File: config.mk
export PLATFORM = sky130hd
export DESIGN_NAME = fc_phase_calibrator
export DESIGN_NICKNAME = d
export VERILOG_FILES = /design/src/rtl/fc_phase_calibrator.sv
export SDC_FILE = /design/constraint.sdc
export NUM_CORES = 1
export LEC_CHECK = 0
export ABC_AREA = 1
export CAP_MARGIN = 10
export CORE_UTILIZATION = 45
export CTS_CLUSTER_SIZE = 16
export DETAILED_ROUTE_END_ITERATION = 10
export PLACE_DENSITY = 0.63
export SYNTH_ARGS = -nofsm -noshare
export SYNTH_HDL_FRONTEND = slang
export SYNTH_SLANG_ARGS = --single-unit
File: constraint.sdc
create_clock -name clk320 -period 3 [get_ports clk320]
set_clock_uncertainty 0.15 [all_clocks]
set_input_delay 0.45 -clock clk320 [delete_from_list [all_inputs] [get_ports clk320]]
set_output_delay 0.45 -clock clk320 [all_outputs]
set_load 0.02 [all_outputs]
File: src/rtl/fc_phase_calibrator.sv
// Sweeps the four {clkDelayEn,fcDelayEn} settings on an IDLE fast-command stream and holds the lowest-error one.
// Optional PHASE_CAL_RECAL_EN: keep monitoring in DONE and re-sweep when a window exceeds MAX_ERR.
module fc_phase_calibrator #(
  parameter logic [7:0]  IDLE_PATTERN = 8'hF0,
  parameter int unsigned N_WORDS      = 256,
  parameter int unsigned SETTLE_CYC   = 16,
  parameter int unsigned CNT_W        = 9,
  parameter int unsigned MAX_ERR      = 2
) (
  input  logic             clk320,
  input  logic             rst,
  input  logic             start,
  input  logic [7:0]       wordIn,
  input  logic             wordValid,
  output logic             clkDelayEn,
  output logic             fcDelayEn,
  output logic             busy,
  output logic             done,
  output logic             fail,
  output logic [1:0]       bestSel,
  output logic [CNT_W-1:0] bestErr
);

  localparam int unsigned      SW          = (SETTLE_CYC > 1) ? $clog2(SETTLE_CYC) : 1;
  localparam int unsigned      WW          = (N_WORDS > 1) ? $clog2(N_WORDS) : 1;
  localparam logic [SW-1:0]    SETTLE_LAST = SW'(SETTLE_CYC - 1);
  localparam logic [WW-1:0]    WORD_LAST   = WW'(N_WORDS - 1);
  localparam logic [CNT_W-1:0] CNT_MAX     = '1;

  typedef enum logic [2:0] {
    S_IDLE,
    S_SETTLE,
    S_COUNT,
    S_APPLY,
    S_DONE
  } state_t;

  state_t           stateQ, stateD;
  logic [1:0]       selQ, selD;
  logic [1:0]       enQ, enD;
  logic [SW-1:0]    settleQ, settleD;
  logic [WW-1:0]    wordCntQ, wordCntD;
  logic [CNT_W-1:0] errQ, errD;
  logic [1:0]       bestSelQ, bestSelD;
  logic [CNT_W-1:0] bestErrQ, bestErrD;
  logic             busyQ, busyD;
  logic             doneQ, doneD;
  logic             failQ, failD;
`ifdef PHASE_CAL_RECAL_EN
  logic [WW-1:0]    winCntQ, winCntD;
  logic [CNT_W-1:0] winErrQ, winErrD;
  logic [CNT_W-1:0] winErrFinal;
`endif

  logic             badWord;
  logic             launch;
  logic [CNT_W-1:0] errFinal;

  function automatic logic [CNT_W-1:0] satInc(input logic [CNT_W-1:0] v);
    return (v == CNT_MAX) ? v : v + CNT_W'(1);
  endfunction

  assign badWord = (wordIn != IDLE_PATTERN);

  always_ff @(posedge clk320) begin
    if (rst) begin
      stateQ   <= S_IDLE;
      selQ     <= '0;
      enQ      <= '0;
      settleQ  <= '0;
      wordCntQ <= '0;
      errQ     <= '0;
      bestSelQ <= '0;
      bestErrQ <= '0;
      busyQ    <= 1'b0;
      doneQ    <= 1'b0;
      failQ    <= 1'b0;
`ifdef PHASE_CAL_RECAL_EN
      winCntQ  <= '0;
      winErrQ  <= '0;
`endif
    end else begin
      stateQ   <= stateD;
      selQ     <= selD;
      enQ      <= enD;
      settleQ  <= settleD;
      wordCntQ <= wordCntD;
      errQ     <= errD;
      bestSelQ <= bestSelD;
      bestErrQ <= bestErrD;
      busyQ    <= busyD;
      doneQ    <= doneD;
      failQ    <= failD;
`ifdef PHASE_CAL_RECAL_EN
      winCntQ  <= winCntD;
      winErrQ  <= winErrD;
`endif
    end
  end

  always_comb begin
    stateD   = stateQ;
    selD     = selQ;
    enD      = enQ;
    settleD  = settleQ;
    wordCntD = wordCntQ;
    errD     = errQ;
    bestSelD = bestSelQ;
    bestErrD = bestErrQ;
    busyD    = busyQ;
    doneD    = doneQ;
    failD    = failQ;
    launch   = 1'b0;
    errFinal = errQ;
`ifdef PHASE_CAL_RECAL_EN
    winCntD     = winCntQ;
    winErrD     = winErrQ;
    winErrFinal = winErrQ;
`endif

    case (stateQ)
      S_IDLE: launch = start;

      S_SETTLE: begin
        if (settleQ == SETTLE_LAST) begin
          stateD   = S_COUNT;
          errD     = '0;
          wordCntD = '0;
        end else begin
          settleD = settleQ + SW'(1);
        end
      end

      S_COUNT: begin
        if (wordValid) begin
          errFinal = badWord ? satInc(errQ) : errQ;
          errD     = errFinal;
          wordCntD = wordCntQ + WW'(1);
          if (wordCntQ == WORD_LAST) begin
            // Strict less-than keeps the lowest sel on ties; sel 0 always seeds the best.
            if ((selQ == 2'd0) || (errFinal < bestErrQ)) begin
              bestSelD = selQ;
              bestErrD = errFinal;
            end
            if (selQ == 2'd3) begin
              stateD = S_APPLY;
            end else begin
              selD    = selQ + 2'd1;
              enD     = selQ + 2'd1;
              settleD = '0;
              stateD  = S_SETTLE;
            end
          end
        end
      end

      S_APPLY: begin
        enD    = bestSelQ;
        failD  = (32'(bestErrQ) > MAX_ERR);
        busyD  = 1'b0;
        doneD  = 1'b1;
        stateD = S_DONE;
`ifdef PHASE_CAL_RECAL_EN
        winCntD = '0;
        winErrD = '0;
`endif
      end

      S_DONE: begin
        if (start) begin
          launch = 1'b1;
        end
`ifdef PHASE_CAL_RECAL_EN
        else if (wordValid) begin
          winErrFinal = badWord ? satInc(winErrQ) : winErrQ;
          winErrD     = winErrFinal;
          winCntD     = winCntQ + WW'(1);
          if (winCntQ == WORD_LAST) begin
            winCntD = '0;
            winErrD = '0;
            // A failed calibration never retriggers itself; only start re-runs it.
            if ((32'(winErrFinal) > MAX_ERR) && !failQ) begin
              launch = 1'b1;
            end
          end
        end
`endif
      end

      default: stateD = S_IDLE;
    endcase

    if (launch) begin
      stateD  = S_SETTLE;
      selD    = '0;
      enD     = '0;
      settleD = '0;
      busyD   = 1'b1;
      doneD   = 1'b0;
      failD   = 1'b0;
    end
  end

  assign clkDelayEn = enQ[1];
  assign fcDelayEn  = enQ[0];
  assign busy       = busyQ;
  assign done       = doneQ;
  assign fail       = failQ;
  assign bestSel    = bestSelQ;
  assign bestErr    = bestErrQ;

endmodule

==> out/results.txt <==
run status: finished, final reports clean
period utilization: 93.5%
cell area after layout: 3060 um^2
top cells by area in the synthesized netlist: dfxtp_1, nand2_1, inv_1
clock slew at reported path FFs: 0.08 ns
reg2reg path depth: 18
1st-iter DRT viols: 121
area share of the largest cell type after synthesis: 35.1%
clk buf depth: 2
chip height: 75.0 um
YS warnings: 0
Syn Inst Count: 343
DIE AREA: 5620 um^2
critical path arrival: 2.85 ns
sequential area share after synthesis: 35.1%
crit path from: wordIn[0]
flops & latches, synth: 42
Tightest Pin Transition: 0.361 ns
fmax: 0.357 GHz
Placed Area: 2870 um^2
clock root buffer: clkbuf_8
Area Overhead vs Synth: 27.6%
end of the critical path: bestSel[0]$_SDFFE_PP0P_
Critical Path Stages: 19
post-synth cell types: 35
R2R Setup Slk: 0.20 ns
n_diodes: 0
Leak: 1.31 nW
max-capacitance violation count: 0
crit-path max FO: 10
CP dominant cell by count: nand2_1
crit-path cells: clkdlybuf4s50_1, inv_1, nand2_1, nor2_2, nand2_2, nand2_1, nor2_2, nand2_1, xor2_2, inv_2, ha_4, nand4_1, a21oi_1, nor2_1, nand2_1, nand2_2, clkbuf_16, a21oi_1, nor2_1
initial core utilization: 46.9%
reg-to-reg endpoint: bestSel[0]$_SDFFE_PP0P_
die width: 75.0 um
minimum clock period: 2.80 ns
largest net degree at the start of global routing: 25
PD cells: 364 nW/um^2
vias in the first global route: 1864
total iterations of the first detailed-routing run: 4
Total GRT Usage: 20.1%
buffer and inverter count on the worst path: 4
gp weighted congestion: 0.855
Vias: 2269
Clock Latency Late Sink: 0.30 ns
critical path's top delay family: simple AND/OR/NAND/NOR gates
max incr delay on CP: 0.45 ns
gr ovfl total: 0
PortBufs: 27
site row count: 26
slowest CP cell: clkdlybuf4s50_1
vias per std cell: 4.90
Post-synth EDFFs: 0
cell area after synthesis: 2400 um^2
hold path startpoint: done$_SDFFE_PP0P_
core area: 5110 um^2
# DRC: 0
worst hold path cell count: 2
first-pass GRT wire length: 8430 um
ys async rst share: 0%
Worst Hold Class: flip-flop to flip-flop
Ports: 28
Startpoint Class: input pin
final setup violating endpoints: 0
Rel. slew slack: 75.7%
nets@finish: 417
clock sinks: 42
Post-DRT Antenna Nets: 0
worst r2r src: errQ[0]$_SDFFE_PP0P_
CTS tree: done
predominant post-synthesis flop cell: dfxtp_1
largest area contributor in the netlist: dfxtp_1
Avg WL per Cell: 11.9 um
worst vdd ir: 0.234 mV
Final Hold Fails: 0
Mapped Avg Cell Area: 6.99 um^2
initial antenna violation count: 0
Net Count, Synth: 368
layout cell share with drive strength beyond 1: 15.3%
Post-CTS Hold Buffers: 0
HPWL Detailed: 4050 um
Crit Path Class: input pin to flip-flop
Fin Hold WS: 0.301 ns
WL final: 5490 um
H-tree depth: 2
Slew Viols, Final: 0
Setup crit end kind: flip-flop
Req. time, crit path: 3.04 ns
CTS Buf Count: 5
[logic make-up (layout without fill, tap and decap cells)]
family	count (synthesis)	after routing	share of synthesized area [%]
compound gates	57	57	13.3
buf+inv	65	115	11.3
mux	1	1	0.470
flops	42	42	35.1
fa+ha+maj	13	13	6.79
xor+xnor	6	6	2.19
simple gates	159	159	30.9
[area by class of cell]
cell class                      count  area [um^2]
Tap cell                           70         87.6
Multi-Input combinational cell    236         1340
Inverter                           58          218
Timing Repair Buffer               49          465
Clock buffer                        7         76.3
Fill cell                         497         2050
Clock inverter                      1         30.0
Sequential cell                    42          846
[tightest hold or removal path, stage by stage (launching register included)]
cell and delay [ns]:
dfxtp_1 0.31, inv_1 0.04, a21oi_1 0.05
[timing repair]
action | CTS | global route
buffers inserted | 0 | 1
resized for setup | 0 | 16
setup endpoints to repair | 0 | 11
[per-layer routing]
layer	part of all wire [%]	track usage [%]	routed length, um
met1	51	28.0	2780
met2	45	30.2	2470
met3	2.6	4.02	145
met4	1.9	8.81	106
met5	0	0	0
[flip-flops by register name (all words and copies together), names as in the netlist]
name / flops
errQ: 9
busy: 1
done: 1
enQ: 2
fail: 1
settleQ: 4
bestSel: 2
selQ: 2
wordCntQ: 8
bestErr: 9
stateQ: 3
[power breakdown]
group	internal [W]	total [W]	leakage (nW)	switching, W
Clock	0.000249	0.000448	0.0524	0.000199
Combinational	0.0000390	0.0000911	0.919	0.0000521
Sequential	0.000564	0.000573	0.340	0.00000909
Total	0.000852	0.00111	1.31	0.000260
[through the flow]
stage	power (W)	TNS [ns]	instances	setup WS, ns	util [%]
4_1_cts	0.00113	0	461	0.147	58.2
6_report	0.00111	0	463	0.195	59.9
3_5_place_dp	0.000678	-1.16	453	-0.145	56.1
2_1_floorplan	0.000642	0	343	0.452	-
5_1_grt	0.00116	-0.00573	463	-0.00573	59.9
3_3_place_gp	0.000678	-0.522	453	-0.0671	56.1
[placed cells by master, fill, tap and decap left out, types with 3 or more instances in the layout]
| master | synthesis | layout |
|---|---|---|
| a21oi_2 | 1 | 3 |
| nor3_1 | 3 | 3 |
| nor2_2 | 2 | 5 |
| xor2_1 | 5 | 4 |
| dfxtp_1 | 42 | 40 |
| nand3_2 | 3 | 3 |
| a211oi_1 | 3 | 3 |
| clkbuf_8 | 0 | 5 |
| nand2_2 | 4 | 5 |
| nor2_4 | 3 | 3 |
| clkdlybuf4s50_1 | 0 | 27 |
| nor2_1 | 30 | 27 |
| a21oi_1 | 39 | 37 |
| nand2_1 | 83 | 82 |
| nand3_1 | 18 | 18 |
| inv_1 | 56 | 54 |
| o21ai_0 | 7 | 5 |
| nand4_1 | 5 | 5 |
| buf_4 | 3 | 20 |
| ha_1 | 13 | 11 |
[synth_stat cells (4+ instances only)]
cell      n
nor2_1   30
o21ai_0   7
dfxtp_1  42
nand2_1  83
inv_1    56
nand2_2   4
nand3_1  18
xor2_1    5
nand4_1   5
ha_1     13
a21oi_1  39
[how the worst min path moves through the flow]
stage | to | slack [ns]
final | done$_SDFFE_PP0P_ | 0.30
after global routing | done$_SDFFE_PP0P_ | 0.33
after CTS | done$_SDFFE_PP0P_ | 0.30
after detailed placement | done$_SDFFE_PP0P_ | 0.29
after global placement | done$_SDFFE_PP0P_ | 0.29
after floorplan | wordCntQ[7]$_SDFFE_PP0P_ | 0.27
No activity file was read; power rests on OpenSTA's default activity.
